File: config.mk
export PLATFORM = sky130hd
export DESIGN_NAME = aes_cipher_round_engine
export DESIGN_NICKNAME = d
export VERILOG_FILES = /design/src/rtl/aes_pkg.sv /design/src/rtl/aes_sbox.sv /design/src/rtl/aes_cipher_round_engine.sv
export SDC_FILE = /design/constraint.sdc
export NUM_CORES = 2
export LEC_CHECK = 0
export ABC_AREA = 1
export CORE_MARGIN = 2
export CORE_UTILIZATION = 30
export DETAILED_ROUTE_END_ITERATION = 8
export PLACE_DENSITY_LB_ADDON = 0.05
export SLEW_MARGIN = 10
export SYNTH_ARGS = -nofsm -noshare
export SYNTH_HDL_FRONTEND = slang
export SYNTH_HIERARCHICAL = 1
export SYNTH_SLANG_ARGS = --single-unit
File: constraint.sdc
create_clock -name clk -period 3.8 [get_ports clk]
set_input_delay 0.95 -clock clk [delete_from_list [all_inputs] [get_ports clk]]
set_output_delay 0.95 -clock clk [all_outputs]
set_load 0.05 [all_outputs]
File: src/rtl/aes_pkg.sv
// Shared AES-128 constants, state type and the linear round helpers
// (xtime, per-column MixColumns, ShiftRows).
package aes_pkg;

    localparam int unsigned AES_NR        = 10;
    localparam int unsigned AES_DCNT_LOAD = 11;
    localparam int unsigned AES_DCNT_W    = 4;

    typedef logic [127:0] aes_state_t;

    function automatic logic [7:0] xtime(input logic [7:0] b);
        return {b[6:0], 1'b0} ^ (b[7] ? 8'h1b : 8'h00);
    endfunction

    function automatic logic [31:0] mix_col(input logic [31:0] c);
        logic [7:0] a0, a1, a2, a3;
        a0 = c[31:24];
        a1 = c[23:16];
        a2 = c[15:8];
        a3 = c[7:0];
        return {xtime(a0) ^ xtime(a1) ^ a1 ^ a2 ^ a3,
                a0 ^ xtime(a1) ^ xtime(a2) ^ a2 ^ a3,
                a0 ^ a1 ^ xtime(a2) ^ xtime(a3) ^ a3,
                xtime(a0) ^ a0 ^ a1 ^ a2 ^ xtime(a3)};
    endfunction

    // Byte index b = row + 4*col sits at [127-8b -: 8]; row r rotates left by r columns.
    function automatic aes_state_t shift_rows(input aes_state_t s);
        aes_state_t o;
        o = '0;
        for (int r = 0; r < 4; r++) begin
            for (int c = 0; c < 4; c++) begin
                o[127 - 8 * (r + 4 * c) -: 8] = s[127 - 8 * (r + 4 * ((c + r) % 4)) -: 8];
            end
        end
        return o;
    endfunction

endpackage

File: src/rtl/aes_sbox.sv
// AES forward S-box, purely combinational table lookup.
module aes_sbox (
    input  logic [7:0] a,
    output logic [7:0] d_c
);

    localparam logic [7:0] SBOX [256] = '{
        8'h63, 8'h7c, 8'h77, 8'h7b, 8'hf2, 8'h6b, 8'h6f, 8'hc5, 8'h30, 8'h01, 8'h67, 8'h2b, 8'hfe, 8'hd7, 8'hab, 8'h76,
        8'hca, 8'h82, 8'hc9, 8'h7d, 8'hfa, 8'h59, 8'h47, 8'hf0, 8'had, 8'hd4, 8'ha2, 8'haf, 8'h9c, 8'ha4, 8'h72, 8'hc0,
        8'hb7, 8'hfd, 8'h93, 8'h26, 8'h36, 8'h3f, 8'hf7, 8'hcc, 8'h34, 8'ha5, 8'he5, 8'hf1, 8'h71, 8'hd8, 8'h31, 8'h15,
        8'h04, 8'hc7, 8'h23, 8'hc3, 8'h18, 8'h96, 8'h05, 8'h9a, 8'h07, 8'h12, 8'h80, 8'he2, 8'heb, 8'h27, 8'hb2, 8'h75,
        8'h09, 8'h83, 8'h2c, 8'h1a, 8'h1b, 8'h6e, 8'h5a, 8'ha0, 8'h52, 8'h3b, 8'hd6, 8'hb3, 8'h29, 8'he3, 8'h2f, 8'h84,
        8'h53, 8'hd1, 8'h00, 8'hed, 8'h20, 8'hfc, 8'hb1, 8'h5b, 8'h6a, 8'hcb, 8'hbe, 8'h39, 8'h4a, 8'h4c, 8'h58, 8'hcf,
        8'hd0, 8'hef, 8'haa, 8'hfb, 8'h43, 8'h4d, 8'h33, 8'h85, 8'h45, 8'hf9, 8'h02, 8'h7f, 8'h50, 8'h3c, 8'h9f, 8'ha8,
        8'h51, 8'ha3, 8'h40, 8'h8f, 8'h92, 8'h9d, 8'h38, 8'hf5, 8'hbc, 8'hb6, 8'hda, 8'h21, 8'h10, 8'hff, 8'hf3, 8'hd2,
        8'hcd, 8'h0c, 8'h13, 8'hec, 8'h5f, 8'h97, 8'h44, 8'h17, 8'hc4, 8'ha7, 8'h7e, 8'h3d, 8'h64, 8'h5d, 8'h19, 8'h73,
        8'h60, 8'h81, 8'h4f, 8'hdc, 8'h22, 8'h2a, 8'h90, 8'h88, 8'h46, 8'hee, 8'hb8, 8'h14, 8'hde, 8'h5e, 8'h0b, 8'hdb,
        8'he0, 8'h32, 8'h3a, 8'h0a, 8'h49, 8'h06, 8'h24, 8'h5c, 8'hc2, 8'hd3, 8'hac, 8'h62, 8'h91, 8'h95, 8'he4, 8'h79,
        8'he7, 8'hc8, 8'h37, 8'h6d, 8'h8d, 8'hd5, 8'h4e, 8'ha9, 8'h6c, 8'h56, 8'hf4, 8'hea, 8'h65, 8'h7a, 8'hae, 8'h08,
        8'hba, 8'h78, 8'h25, 8'h2e, 8'h1c, 8'ha6, 8'hb4, 8'hc6, 8'he8, 8'hdd, 8'h74, 8'h1f, 8'h4b, 8'hbd, 8'h8b, 8'h8a,
        8'h70, 8'h3e, 8'hb5, 8'h66, 8'h48, 8'h03, 8'hf6, 8'h0e, 8'h61, 8'h35, 8'h57, 8'hb9, 8'h86, 8'hc1, 8'h1d, 8'h9e,
        8'he1, 8'hf8, 8'h98, 8'h11, 8'h69, 8'hd9, 8'h8e, 8'h94, 8'h9b, 8'h1e, 8'h87, 8'he9, 8'hce, 8'h55, 8'h28, 8'hdf,
        8'h8c, 8'ha1, 8'h89, 8'h0d, 8'hbf, 8'he6, 8'h42, 8'h68, 8'h41, 8'h99, 8'h2d, 8'h0f, 8'hb0, 8'h54, 8'hbb, 8'h16
    };

    assign d_c = SBOX[a];

endmodule

File: src/rtl/aes_cipher_round_engine.sv
// Iterative AES-128 encryption datapath, one round per clock, fed by an external key expander.
// Optional build macro AES_CIPHER_RESTART_EN: ld while busy restarts the engine with the new block.
module aes_cipher_round_engine
    import aes_pkg::*;
#(
    parameter int unsigned NR = AES_NR
) (
    input  logic          clk,
    input  logic          rst_n,
    input  logic          ld,
    input  logic [127:0]  text_in,
    output logic          kld,
    input  logic [31:0]   wo_0,
    input  logic [31:0]   wo_1,
    input  logic [31:0]   wo_2,
    input  logic [31:0]   wo_3,
    output logic          busy,
    output logic          done,
    output logic [127:0]  text_out
);

    logic [AES_DCNT_W-1:0] dcnt_q, dcnt_d;
    aes_state_t            sa_q, sa_d;
    aes_state_t            text_in_r_q, text_in_r_d;
    aes_state_t            text_out_q, text_out_d;
    logic                  done_q, done_d;

    aes_state_t rk, sb, sr, mc;
    logic       accept_c;

    assign rk = {wo_0, wo_1, wo_2, wo_3};

    // SubBytes on the current state, then the linear layers.
    for (genvar i = 0; i < 16; i++) begin : g_sbox
        aes_sbox u_sbox (
            .a   (sa_q[127 - 8 * i -: 8]),
            .d_c (sb[127 - 8 * i -: 8])
        );
    end

    assign sr = shift_rows(sb);

    for (genvar c = 0; c < 4; c++) begin : g_mix
        assign mc[127 - 32 * c -: 32] = mix_col(sr[127 - 32 * c -: 32]);
    end

    assign busy = (dcnt_q != '0);

`ifdef AES_CIPHER_RESTART_EN
    assign accept_c = ld;
`else
    assign accept_c = ld & ~busy;
`endif

    assign kld = accept_c;

    // A load always wins; a restarted in-flight block is simply dropped.
    always_comb begin
        dcnt_d      = dcnt_q;
        sa_d        = sa_q;
        text_in_r_d = text_in_r_q;
        text_out_d  = text_out_q;
        done_d      = 1'b0;
        if (accept_c) begin
            text_in_r_d = text_in;
            dcnt_d      = AES_DCNT_W'(AES_DCNT_LOAD);
        end else if (busy) begin
            dcnt_d = dcnt_q - AES_DCNT_W'(1);
            if (dcnt_q == AES_DCNT_W'(AES_DCNT_LOAD)) begin
                sa_d = text_in_r_q ^ rk;
            end else if (dcnt_q == AES_DCNT_W'(1)) begin
                text_out_d = sr ^ rk;
                done_d     = 1'b1;
            end else begin
                sa_d = mc ^ rk;
            end
        end
    end

    always_ff @(posedge clk or negedge rst_n) begin
        if (!rst_n) begin
            dcnt_q      <= '0;
            sa_q        <= '0;
            text_in_r_q <= '0;
            text_out_q  <= '0;
            done_q      <= 1'b0;
        end else begin
            dcnt_q      <= dcnt_d;
            sa_q        <= sa_d;
            text_in_r_q <= text_in_r_d;
            text_out_q  <= text_out_d;
            done_q      <= done_d;
        end
    end

    assign done     = done_q;
    assign text_out = text_out_q;

    a_dcnt_range: assert property (@(posedge clk) disable iff (!rst_n)
        dcnt_q <= AES_DCNT_W'(NR + 1));

endmodule

==> qor.csv <==
stage,metric,value,unit
clocking,worst skew pair latency,0.76,ns
logic_synthesis,Post-synth EDFFs,0,
finish,area added between synthesis and finish,19.1,%
finish,Post-Layout Cell Count,18300,
logic_synthesis,Syn Area/Cell,5.36,um2
global_route,initial antenna violation count,20,
critical_path,Slowest cell on crit path,dfrtp_2,
logic_synthesis,Synth top cells by count,"5804 x nand2_1, 4003 x nand3_1, 752 x inv_1",
placement,placer congestion estimate,1.06,
logic_synthesis,mux cell area share after synthesis,0.0184,
timing,crit path time final,3.69,ns
critical_path,crit-path cells,inv_4 > buf_4 > nand2_1 > nand3_1 > nand2_1 > nand3_1 > nand3_1 > nand3_1 > nand2_1 > buf_4 > inv_1 > nand2_1 > nand2_1 > nand2_1 > nand2_1 > nand2_1 > nand3_1 > nand2_1 > nand2_1 > nand3_1 > nand2_1,
status,outcome,"complete, no violations",
clocking,"Clk pin slew, worst setup/hold paths",0.06,ns
min_path,min-delay worst type,input port to async pin,
drt,drt first-iter violations,16200,
finish,Multi-input gate area,57900,um2
timing,period utilization,0.972,
global_route,total track usage,0.357,
clocking,CTS Buffer Depth,3,
clocking,# clock sinks,389,
drt,DR pass1 iterations,9,
timing,Setup-failing EPs final,0,
clocking,CTS H-tree lvls,2,
timing,Hold WS,0.205,ns
critical_path,"Req. time, crit path",4.41,ns
placement,Buffers on Ports,389,
finish,Seq. cell area,9780,um2
global_route,gr busiest metal,met2,
logic_synthesis,Yosys top cell by area,nand2_1,
floorplanning,DIE HEIGHT,509,um
critical_path,Arrival @ worst endpoint,4.30,ns
timing,RSZ-0062 raised after global routing,true,
global_route,met2 Use GR,0.547,
critical_path,endpoint type of the worst setup path,flip-flop,
logic_synthesis,XOR/XNOR Fraction of Synth Area,0.0206,
global_route,grt ovf,0,
logic_synthesis,Post-Syn Nets,14800,
logic_synthesis,Area contributors post-synth,"nand2_1 28%, nand3_1 26%, dfrtp_1 13%, ha_1 4.0%, inv_1 3.7%",
finish,layout cells sized above 1,0.127,
timing,Final Hold Viols,0,
global_route,met3 Use GR,0.0598,
global_route,global-route wire length before repair,698000,um
drt,via count,106000,
finish,# fillers,28700,
timing,Slew @ Worst Pin,0.838,ns
logic_synthesis,Compound-Gate Fraction of Synth Area,0.0482,
logic_synthesis,Syn. warnings,6,
logic_synthesis,synthesized area,76600,um2
timing,Slew HR,0.441,
finish,Layout Utilization,0.359,
critical_path,Crit Path Class,flip-flop to flip-flop,
floorplanning,num rows,185,
floorplanning,die footprint,259000,um2
placement,post-DP HPWL,370000,um
critical_path,Setup crit start kind,flip-flop,
logic_synthesis,largest family of logic cells by synthesized area,simple AND/OR/NAND/NOR gates,
clocking,CTS Hold Bufs,0,
logic_synthesis,post-synth top area share,0.284,
placement,dpl cells,18200,
clocking,CTS buffer count,57,
critical_path,R2R cell count,21,
logic_synthesis,synthesized-area fraction occupied by adder cells,0.0399,
floorplanning,Top-Level Pins,390,
floorplanning,Die W,509,um
logic_synthesis,ys flop type,dfrtp_1,
drt,via/cell ratio,5.77,
drt,drt drc,0,
global_route,largest net degree at the start of global routing,93,
floorplanning,Starting Density,0.302,
finish,nets,15400,
clocking,clock tree from TritonCTS,built,
drt,Routed wire per std cell,26.4,um
run,Max Cap Viol,0,
logic_synthesis,Netlist cell types,40,
clocking,Root Driver,clkbuf_16,
logic_synthesis,Seq cells post-synth,389,
critical_path,CP max FO,16,
critical_path,CP most frequent cell,nand2_1,
logic_synthesis,asr flop ratio synth,1.00,
logic_synthesis,Synth Instances,14300,
logic_synthesis,simple-gate share of the synthesized area,0.625,
drt,routed wire length,483000,um
timing,Max Slew Vio Count,0,
timing,setup TNS,0,ns
critical_path,Max stage delay on crit path,0.64,ns
timing,Layout Skew,0.0664,ns
drt,Antenna Nets Post-Route,0,
floorplanning,core area,254000,um2
global_route,GR Util met1,0.478,
timing,f_max,0.271,GHz
logic_synthesis,top-count cell post-synth,nand2_1,
global_route,number of global-route vias before repair,98900,
logic_synthesis,part of the Yosys area used for sequential elements,0.127,
==> cells by family after synthesis <==
logic type / after synthesis
fa+ha+maj: 244
mux: 125
flops: 389
compound gates: 683
simple gates: 10800
xor+xnor: 180
buf+inv: 1823
==> what timing repair did <==
action | in CTS | in global routing
pin swaps | 0 | 2
endpoints found under the setup margin | 8 | 79
setup buffers | 0 | 3
gates resized for setup | 8 | 100
endpoints found under the hold margin | 0 | 0
==> per-stage QoR <==
stage / cell area, um2 / setup WS, ns
floorplan: 76600 / 0.772
global placement: 88900 / -0.432
detailed placement: 88900 / -0.347
CTS: 90900 / 0.00311
global route: 91300 / -0.0292
finish: 91300 / 0.107
==> worst paths after layout <==
path                                 start               to  slack (ns)
max                               sa_q[34]         sa_q[25]        0.11
max reg2reg                       sa_q[34]         sa_q[25]        0.11
min in group clk           text_in_r_q[32]  text_in_r_q[32]        0.47
max in group asynchronous            rst_n         sa_q[28]        2.51
min                                  rst_n  text_in_r_q[44]        0.21
min reg2reg                text_in_r_q[32]  text_in_r_q[32]        0.47
==> metal layers <==
metal	up-vias	share of wire	wire, um
met3	1387	0.096	46300
met1	49500	0.41	199000
li1	47900	-	-
met5	-	0.00021	103
met2	6738	0.43	207000
met4	16	0.064	30800
==> sequential cells by signal (all words and copies together) (netlist names) <==
signal	flops
dcnt_q	4
done	1
sa_q	128
text_in_r_q	128
text_out	128
==> critical path, delay by kind of cell (launching register included) <==
family | cells | cell delay (ns)
buf+inv | 4 | 0.72
flops | 1 | 0.64
simple gates | 17 | 2.16
==> layout by cell type (no fill, tap or decap), types with 92 or more instances in the layout <==
cell	count
a21oi_1	343
buf_12	142
buf_4	977
clkdlybuf4s50_1	387
dfrtp_1	356
ha_1	230
inv_1	743
mux2_1	106
nand2_1	5759
nand2_2	235
nand3_1	3991
nand3b_1	92
nand4_1	105
nor2_1	378
nor2_2	129
o21ai_0	142
xor2_1	156
==> area by class of cell <==
class                           instances  area share
Antenna cell                            8    0.000219
Clock buffer                           75      0.0176
Clock inverter                         32     0.00462
Inverter                              834      0.0354
Multi-Input combinational cell      12100       0.635
Sequential cell                       389       0.107
Tap cell                             3366      0.0461
Timing Repair Buffer                 1507       0.154
Power is not shown: default switching activity piles up to over one toggle a cycle in this logic, so the estimate is an artifact.
